**src/rtl/id_ex_latch.sv**
```systemverilog
// ID/EX pipeline register with load-use hazard detection.
// Holds the decoded instruction for the EX stage. It turns the ID
// instruction into a bubble on a flush or on a load-use stall. It also
// counts the stall bubbles it inserts, and that count saturates.
module id_ex_latch #(
    parameter int NB_DATA  = 32,
    parameter int NB_REG   = 5,
    parameter int NB_CTRL  = 8,
    parameter int NB_COUNT = 16
) (
    input  logic                i_clock,
    input  logic                i_reset,
    input  logic                i_enable,
    input  logic                i_flush,
    input  logic                i_valid,
    input  logic [NB_DATA-1:0]  i_pc_plus4,
    input  logic [NB_DATA-1:0]  i_rs_data,
    input  logic [NB_DATA-1:0]  i_rt_data,
    input  logic [NB_DATA-1:0]  i_imm_ext,
    input  logic [NB_REG-1:0]   i_rs,
    input  logic [NB_REG-1:0]   i_rt,
    input  logic [NB_REG-1:0]   i_rd,
    input  logic [NB_CTRL-1:0]  i_ctrl,
    output logic [NB_DATA-1:0]  o_pc_plus4,
    output logic [NB_DATA-1:0]  o_rs_data,
    output logic [NB_DATA-1:0]  o_rt_data,
    output logic [NB_DATA-1:0]  o_imm_ext,
    output logic [NB_REG-1:0]   o_rs,
    output logic [NB_REG-1:0]   o_rt,
    output logic [NB_REG-1:0]   o_rd,
    output logic [NB_CTRL-1:0]  o_ctrl,
    output logic                o_valid,
    output logic                o_stall,
    output logic [NB_COUNT-1:0] o_stall_count
);

    // Bit position of mem_read inside the control bundle.
    localparam int CTRL_MEM_READ = 2;

    logic [NB_DATA-1:0]  pc_plus4_q, pc_plus4_d;
    logic [NB_DATA-1:0]  rs_data_q, rs_data_d;
    logic [NB_DATA-1:0]  rt_data_q, rt_data_d;
    logic [NB_DATA-1:0]  imm_ext_q, imm_ext_d;
    logic [NB_REG-1:0]   rs_q, rs_d;
    logic [NB_REG-1:0]   rt_q, rt_d;
    logic [NB_REG-1:0]   rd_q, rd_d;
    logic [NB_CTRL-1:0]  ctrl_q, ctrl_d;
    logic                valid_q, valid_d;
    logic [NB_COUNT-1:0] stall_count_q, stall_count_d;
    logic                hazard;

    // Load-use hazard: the load in EX writes a register that the ID
    // instruction reads. Register 0 is never a real dependency.
    always_comb begin
        hazard = valid_q && ctrl_q[CTRL_MEM_READ] && (rt_q != '0) && i_valid &&
                 ((rt_q == i_rs) || (rt_q == i_rt));
    end

    // Next-state selection: freeze, bubble (flush or stall) or normal load.
    always_comb begin
        pc_plus4_d    = pc_plus4_q;
        rs_data_d     = rs_data_q;
        rt_data_d     = rt_data_q;
        imm_ext_d     = imm_ext_q;
        rs_d          = rs_q;
        rt_d          = rt_q;
        rd_d          = rd_q;
        ctrl_d        = ctrl_q;
        valid_d       = valid_q;
        stall_count_d = stall_count_q;
        if (i_enable) begin
            // The data and address fields follow the ID stage even for a
            // bubble. Only ctrl and valid mark the slot as empty.
            pc_plus4_d = i_pc_plus4;
            rs_data_d  = i_rs_data;
            rt_data_d  = i_rt_data;
            imm_ext_d  = i_imm_ext;
            rs_d       = i_rs;
            rt_d       = i_rt;
            rd_d       = i_rd;
            if (i_flush || hazard) begin
                ctrl_d  = '0;
                valid_d = 1'b0;
                // A flush already discards the instruction, so a
                // simultaneous hazard does not count as a stall bubble.
                if (!i_flush && (stall_count_q != {NB_COUNT{1'b1}})) begin
                    stall_count_d = stall_count_q + 1'b1;
                end
            end else begin
                ctrl_d  = i_valid ? i_ctrl : '0;
                valid_d = i_valid;
            end
        end
    end

    // Pipeline state register with asynchronous clear.
    always_ff @(posedge i_clock or posedge i_reset) begin
        if (i_reset) begin
            pc_plus4_q    <= '0;
            rs_data_q     <= '0;
            rt_data_q     <= '0;
            imm_ext_q     <= '0;
            rs_q          <= '0;
            rt_q          <= '0;
            rd_q          <= '0;
            ctrl_q        <= '0;
            valid_q       <= 1'b0;
            stall_count_q <= '0;
        end else begin
            pc_plus4_q    <= pc_plus4_d;
            rs_data_q     <= rs_data_d;
            rt_data_q     <= rt_data_d;
            imm_ext_q     <= imm_ext_d;
            rs_q          <= rs_d;
            rt_q          <= rt_d;
            rd_q          <= rd_d;
            ctrl_q        <= ctrl_d;
            valid_q       <= valid_d;
            stall_count_q <= stall_count_d;
        end
    end

    assign o_pc_plus4    = pc_plus4_q;
    assign o_rs_data     = rs_data_q;
    assign o_rt_data     = rt_data_q;
    assign o_imm_ext     = imm_ext_q;
    assign o_rs          = rs_q;
    assign o_rt          = rt_q;
    assign o_rd          = rd_q;
    assign o_ctrl        = ctrl_q;
    assign o_valid       = valid_q;
    assign o_stall       = hazard;
    assign o_stall_count = stall_count_q;

endmodule
```
**config.mk**
```make
export PLATFORM = sky130hd
export DESIGN_NAME = id_ex_latch
export DESIGN_NICKNAME = d
export VERILOG_FILES = /design/src/rtl/id_ex_latch.sv
export SDC_FILE = /design/constraint.sdc
export NUM_CORES = 1
export LEC_CHECK = 0
export CAP_MARGIN = 20
export CORE_MARGIN = 4
export CORE_UTILIZATION = 41
export CTS_CLUSTER_DIAMETER = 50
export DETAILED_ROUTE_END_ITERATION = 10
export PLACE_DENSITY = 0.87
export SETUP_SLACK_MARGIN = 0.05
export SLEW_MARGIN = 10
export SYNTH_ARGS = -nofsm -noshare
export SYNTH_HDL_FRONTEND = slang
export SYNTH_SLANG_ARGS = --single-unit
```
**constraint.sdc**
```tcl
create_clock -name i_clock -period 7.1 [get_ports i_clock]
set_input_delay 1.42 -clock i_clock [delete_from_list [all_inputs] [get_ports i_clock]]
set_output_delay 1.42 -clock i_clock [all_outputs]
set_load 0.01 [all_outputs]
```
=== Yosys cells after proc, flatten, opt, wreduce, memory -nomap -nowiden ===
Cells that the tools add are included.

* Word-level logic and storage cells: 27
* Register bits after elaboration: 168
* Output and inout bits: 169

* Equality and inequality tests: 3
* $add $sub $neg: 1
* Reductions and logical operators: 10
* Mux-type cells: 3

{| class="wikitable"
|+ Operators by type and width
! operator !! number
|-
| adder 16 x 1 -> 16 bit (second input constant) || 1
|-
| two-way mux 8 bit || 2
|-
| != test 16 bit (second input constant) || 1
|-
| equality test 5 bit || 2
|-
| logical AND 1 bit || 5
|-
| nonzero test 5 bit || 1
|-
| AND reduction 3 bit || 1
|-
| logical OR 1 bit || 2
|-
| zero test 1 bit || 1
|-
| two-way mux 1 bit || 1
|}

=== Depth between registers and ports, before layout ===
* Word-level depth: 6
* Gate-level depth with buffers: 7

=== Worst setup path before layout ===
No wires, ideal clock.

* Kind: input -> output
* Start: input i_rs[2]
* End: output o_stall
* Slack: 3.351 ns
* Data required time: 5.680 ns
* Stages: 5
* Arrival time: 2.329 ns
* Path buffers: 1
* Cell sequence: xor2_1 -> nor3_1 -> a22oi_2 -> buf_2 -> nor2_1

* Word-level cells in the longest chain between the ends: 3

{| class="wikitable"
|+ RTL lines
! what !! RTL line !! text
|-
| start: declaration || 20 || <nowiki>input logic [NB_REG-1:0] i_rs,</nowiki>
|-
| equality test 5 bit || 56 || <nowiki>((rt_q == i_rs) || (rt_q == i_rt));</nowiki>
|-
| logical OR 1 bit || 56 ||
|-
| logical AND 1 bit || 55 || <nowiki>hazard = valid_q && ctrl_q[CTRL_MEM_READ] && (rt_q != '0) && i_valid &&</nowiki>
|-
| end: declaration || 33 || <nowiki>output logic o_stall,</nowiki>
|}

No other way between the ends.

=== Worst setup path in the final report ===
* Start: input i_rs[0]
* End: output o_stall

Same word-level chain as after synthesis.

==> flow_metrics.env <==
export IMPL_ys_seq_elements=168
export IMPL_holdWs_ps=502
export IMPL_post_cts_buffers=0
export IMPL_cts_buffer_depth=2
export IMPL_coreArea_mm2=0.0158
export IMPL_die_x_um=135
export IMPL_die_area_mm2=0.0182
export IMPL_syn_num_nets=599
export IMPL_worstSkewPairLatency_ps=420
export IMPL_fin_util=0.674
export IMPL_dp_slack_ps=2200
export IMPL_max_freq_mhz=203
export IMPL_cellLeakagePower_nw=4.45
export IMPL_tightest_slew_ps=1060
export IMPL_path_class="primary input to output pin"
export IMPL_cp_start_kind="primary input"
export IMPL_rsz0062_at_grt="false"
export IMPL_report_final_slew_viol_count=0
export IMPL_portBuffers=324
export IMPL_die_y_um=135
export IMPL_yosysWarnings=0
export IMPL_drt_total_wl_um=18700
export IMPL_place_inst=964
export IMPL_area_delta_synth_final_pct=61.5
export IMPL_outcome="completed"
export IMPL_grt_overflow=0
export IMPL_routedWlPerCell_um=18.8
export IMPL_vias_per_cell=4.91
export IMPL_start_util=0.417
export IMPL_cp_max_fo=17
export IMPL_final_hold_viol_count=0
export IMPL_route_detailed_drc=0
export IMPL_final_common_cell="clkdlybuf4s50_1"
export IMPL_synth_yosys_seq_area_share=0.637
export IMPL_finalCritPeriodShare=0.695
export IMPL_netlist_instances=442
export IMPL_dr_first_iter_drc_count=188
export IMPL_antenna_found_initial=0
export IMPL_io_pins=325
export IMPL_cts_max_level=4
export IMPL_cts_repair_resize_count=0
export IMPL_avgSynthCellArea_um2=14.9
export IMPL_required_ps=5680
export IMPL_finClkSkew_ps=9.59
export IMPL_finalSetupViolCount=0
export IMPL_dr_pass1_iters=4
export IMPL_rrSetupSlack_ps=4750
export IMPL_grt_pass1_wl_um=29200
export IMPL_nets=924
export IMPL_p_per_area_mw_per_mm2=237
export IMPL_placed_cell_area_mm2=0.0101
export IMPL_postCtsHoldBufs=0
export IMPL_setup_ws_ps=2170
export IMPL_grt_max_degree=108
export IMPL_cts_tree="done"
export IMPL_stdcell_count=995
export IMPL_min_period_ps=4930
export IMPL_mostFrequentLayoutCells="323 x clkdlybuf4s50_1, 168 x dfrtp_1, 143 x mux2_2, 24 x xor2_1, 17 x clkbuf_16"
export IMPL_grt_pass1_vias=5532
export IMPL_ir_drop_mv=0.152
export IMPL_drv_cap=0
export IMPL_cts_clk_slew_worst_paths_ps=60
export IMPL_track_usage=0.205
export IMPL_numCtsBuffers=17
export IMPL_slew_headroom=0.292
export IMPL_dp_hpwl_um=14100
export IMPL_n_antenna_cell=0
export IMPL_worstPathArrival_ps=3510
export IMPL_cp_end_kind="output pin"
export IMPL_placementRows=46
export IMPL_p_total_mw=2.52
export IMPL_final_area_mm2=0.0107
export IMPL_tns_ps=0
export IMPL_vias=4881
export IMPL_hp_class="flop to flop"
export IMPL_gp_congestion=0.838
export IMPL_fill_cells=1137
export IMPL_drive_gt1_frac=0.230
export IMPL_drtAntennaViolNets=0
export IMPL_yosysUniqueCellTypes=32
export IMPL_synth_area_mm2=0.00660
export IMPL_cts_root_buf="clkbuf_16"
export IMPL_clock_sinks=168
power by group:
group	switching, mW	total, mW	internal (mW)
Sequential	0.0513	1.09	1.04
Combinational	0.168	0.463	0.295
Clock	0.360	0.966	0.605
Total	0.580	2.52	1.94
state kept, by name, indices dropped and copies added, names as in the netlist:
signal         flops
o_rs_data         32
o_rd               5
o_rs               5
o_pc_plus4        32
o_rt_data         32
o_valid            1
o_ctrl             8
o_imm_ext         32
o_rt               5
o_stall_count     16
cell usage after synthesis:
master       n  area, um2
clkbuf_1    16       60.1
nor3b_1      1       7.51
nor2b_1      2       12.5
dfrtp_1    168       4200
buf_6        1       11.3
buf_2        3       15.0
nor3_1      12       60.1
o21ai_1      1       5.00
ha_1         1       12.5
mux2_2     143       1610
or4_1        3       22.5
xor2_1      24        210
nor2_2       1       6.26
mux2_4       1       15.0
and2_1       2       12.5
mux2i_1      1       10.0
nand2_1     14       52.6
xnor2_1      1       8.76
or3_1        1       6.26
nand4_1      5       31.3
nor2_1       4       15.0
inv_1       12       45.0
a22oi_2      1       12.5
o211ai_2     1       12.5
o2111a_1     1       11.3
and3_1       2       12.5
or2_2        1       6.26
o2111ai_1    1       8.76
o21ai_0      1       5.00
nand3_1      5       25.0
o22ai_1      8       50.1
nor4_1       4       25.0
cell families after synthesis:
logic type | share of synthesized area
DFF | 0.637
muxes | 0.248
and+or+nand+nor | 0.0447
buffers and inverters | 0.0199
xor gates and xnor gates | 0.0332
AOI/OAI and AO/OA | 0.0159
adders and majority gates | 0.00189
worst max-delay path, cell delays in order:
cell             delay [ps]
clkdlybuf4s50_1         490
xor2_1                  160
nor3_1                  100
a22oi_2                 640
nor2_1                  170
clkdlybuf4s50_1         520
worst paths after layout:
kind / start / depth (start not counted) / end
setup / recovery: i_rs[0] / 6 / o_stall
max in group asynchronous: i_reset / 3 / o_ctrl[2]
hold / removal: o_stall_count[14] / 1 / o_stall_count[14]
hold reg to reg: o_stall_count[14] / 1 / o_stall_count[14]
setup reg to reg: o_rt[0] / 5 / o_ctrl[5]
min in group asynchronous: i_reset / 2 / o_imm_ext[22]
per-layer routing:
| metal | GRT usage | routed length, um | share of wire | vias to the layer above |
|---|---|---|---|---|
| met1 | 0.221 | 6520 | 0.35 | 2414 |
| met3 | 0.0741 | 1670 | 0.089 | 31 |
| met5 | 0 | 0 | 0 | - |
| met4 | 0.0758 | 408 | 0.022 | 0 |
| li1 | - | - | - | 2209 |
| met2 | 0.369 | 10100 | 0.54 | 227 |
final cells by class:
type                    instances  area, um2  share of cell area
flip-flops and latches        168       4200               0.394
repair buffers                326       3260               0.306
multi-input cells             242       2270               0.213
clock buffers                  23        468              0.0439
well taps                     216        270              0.0253
clock inverters                 8        145              0.0136
inverters                      12       50.0             0.00469
No activity file was read; power rests on OpenSTA's default activity.
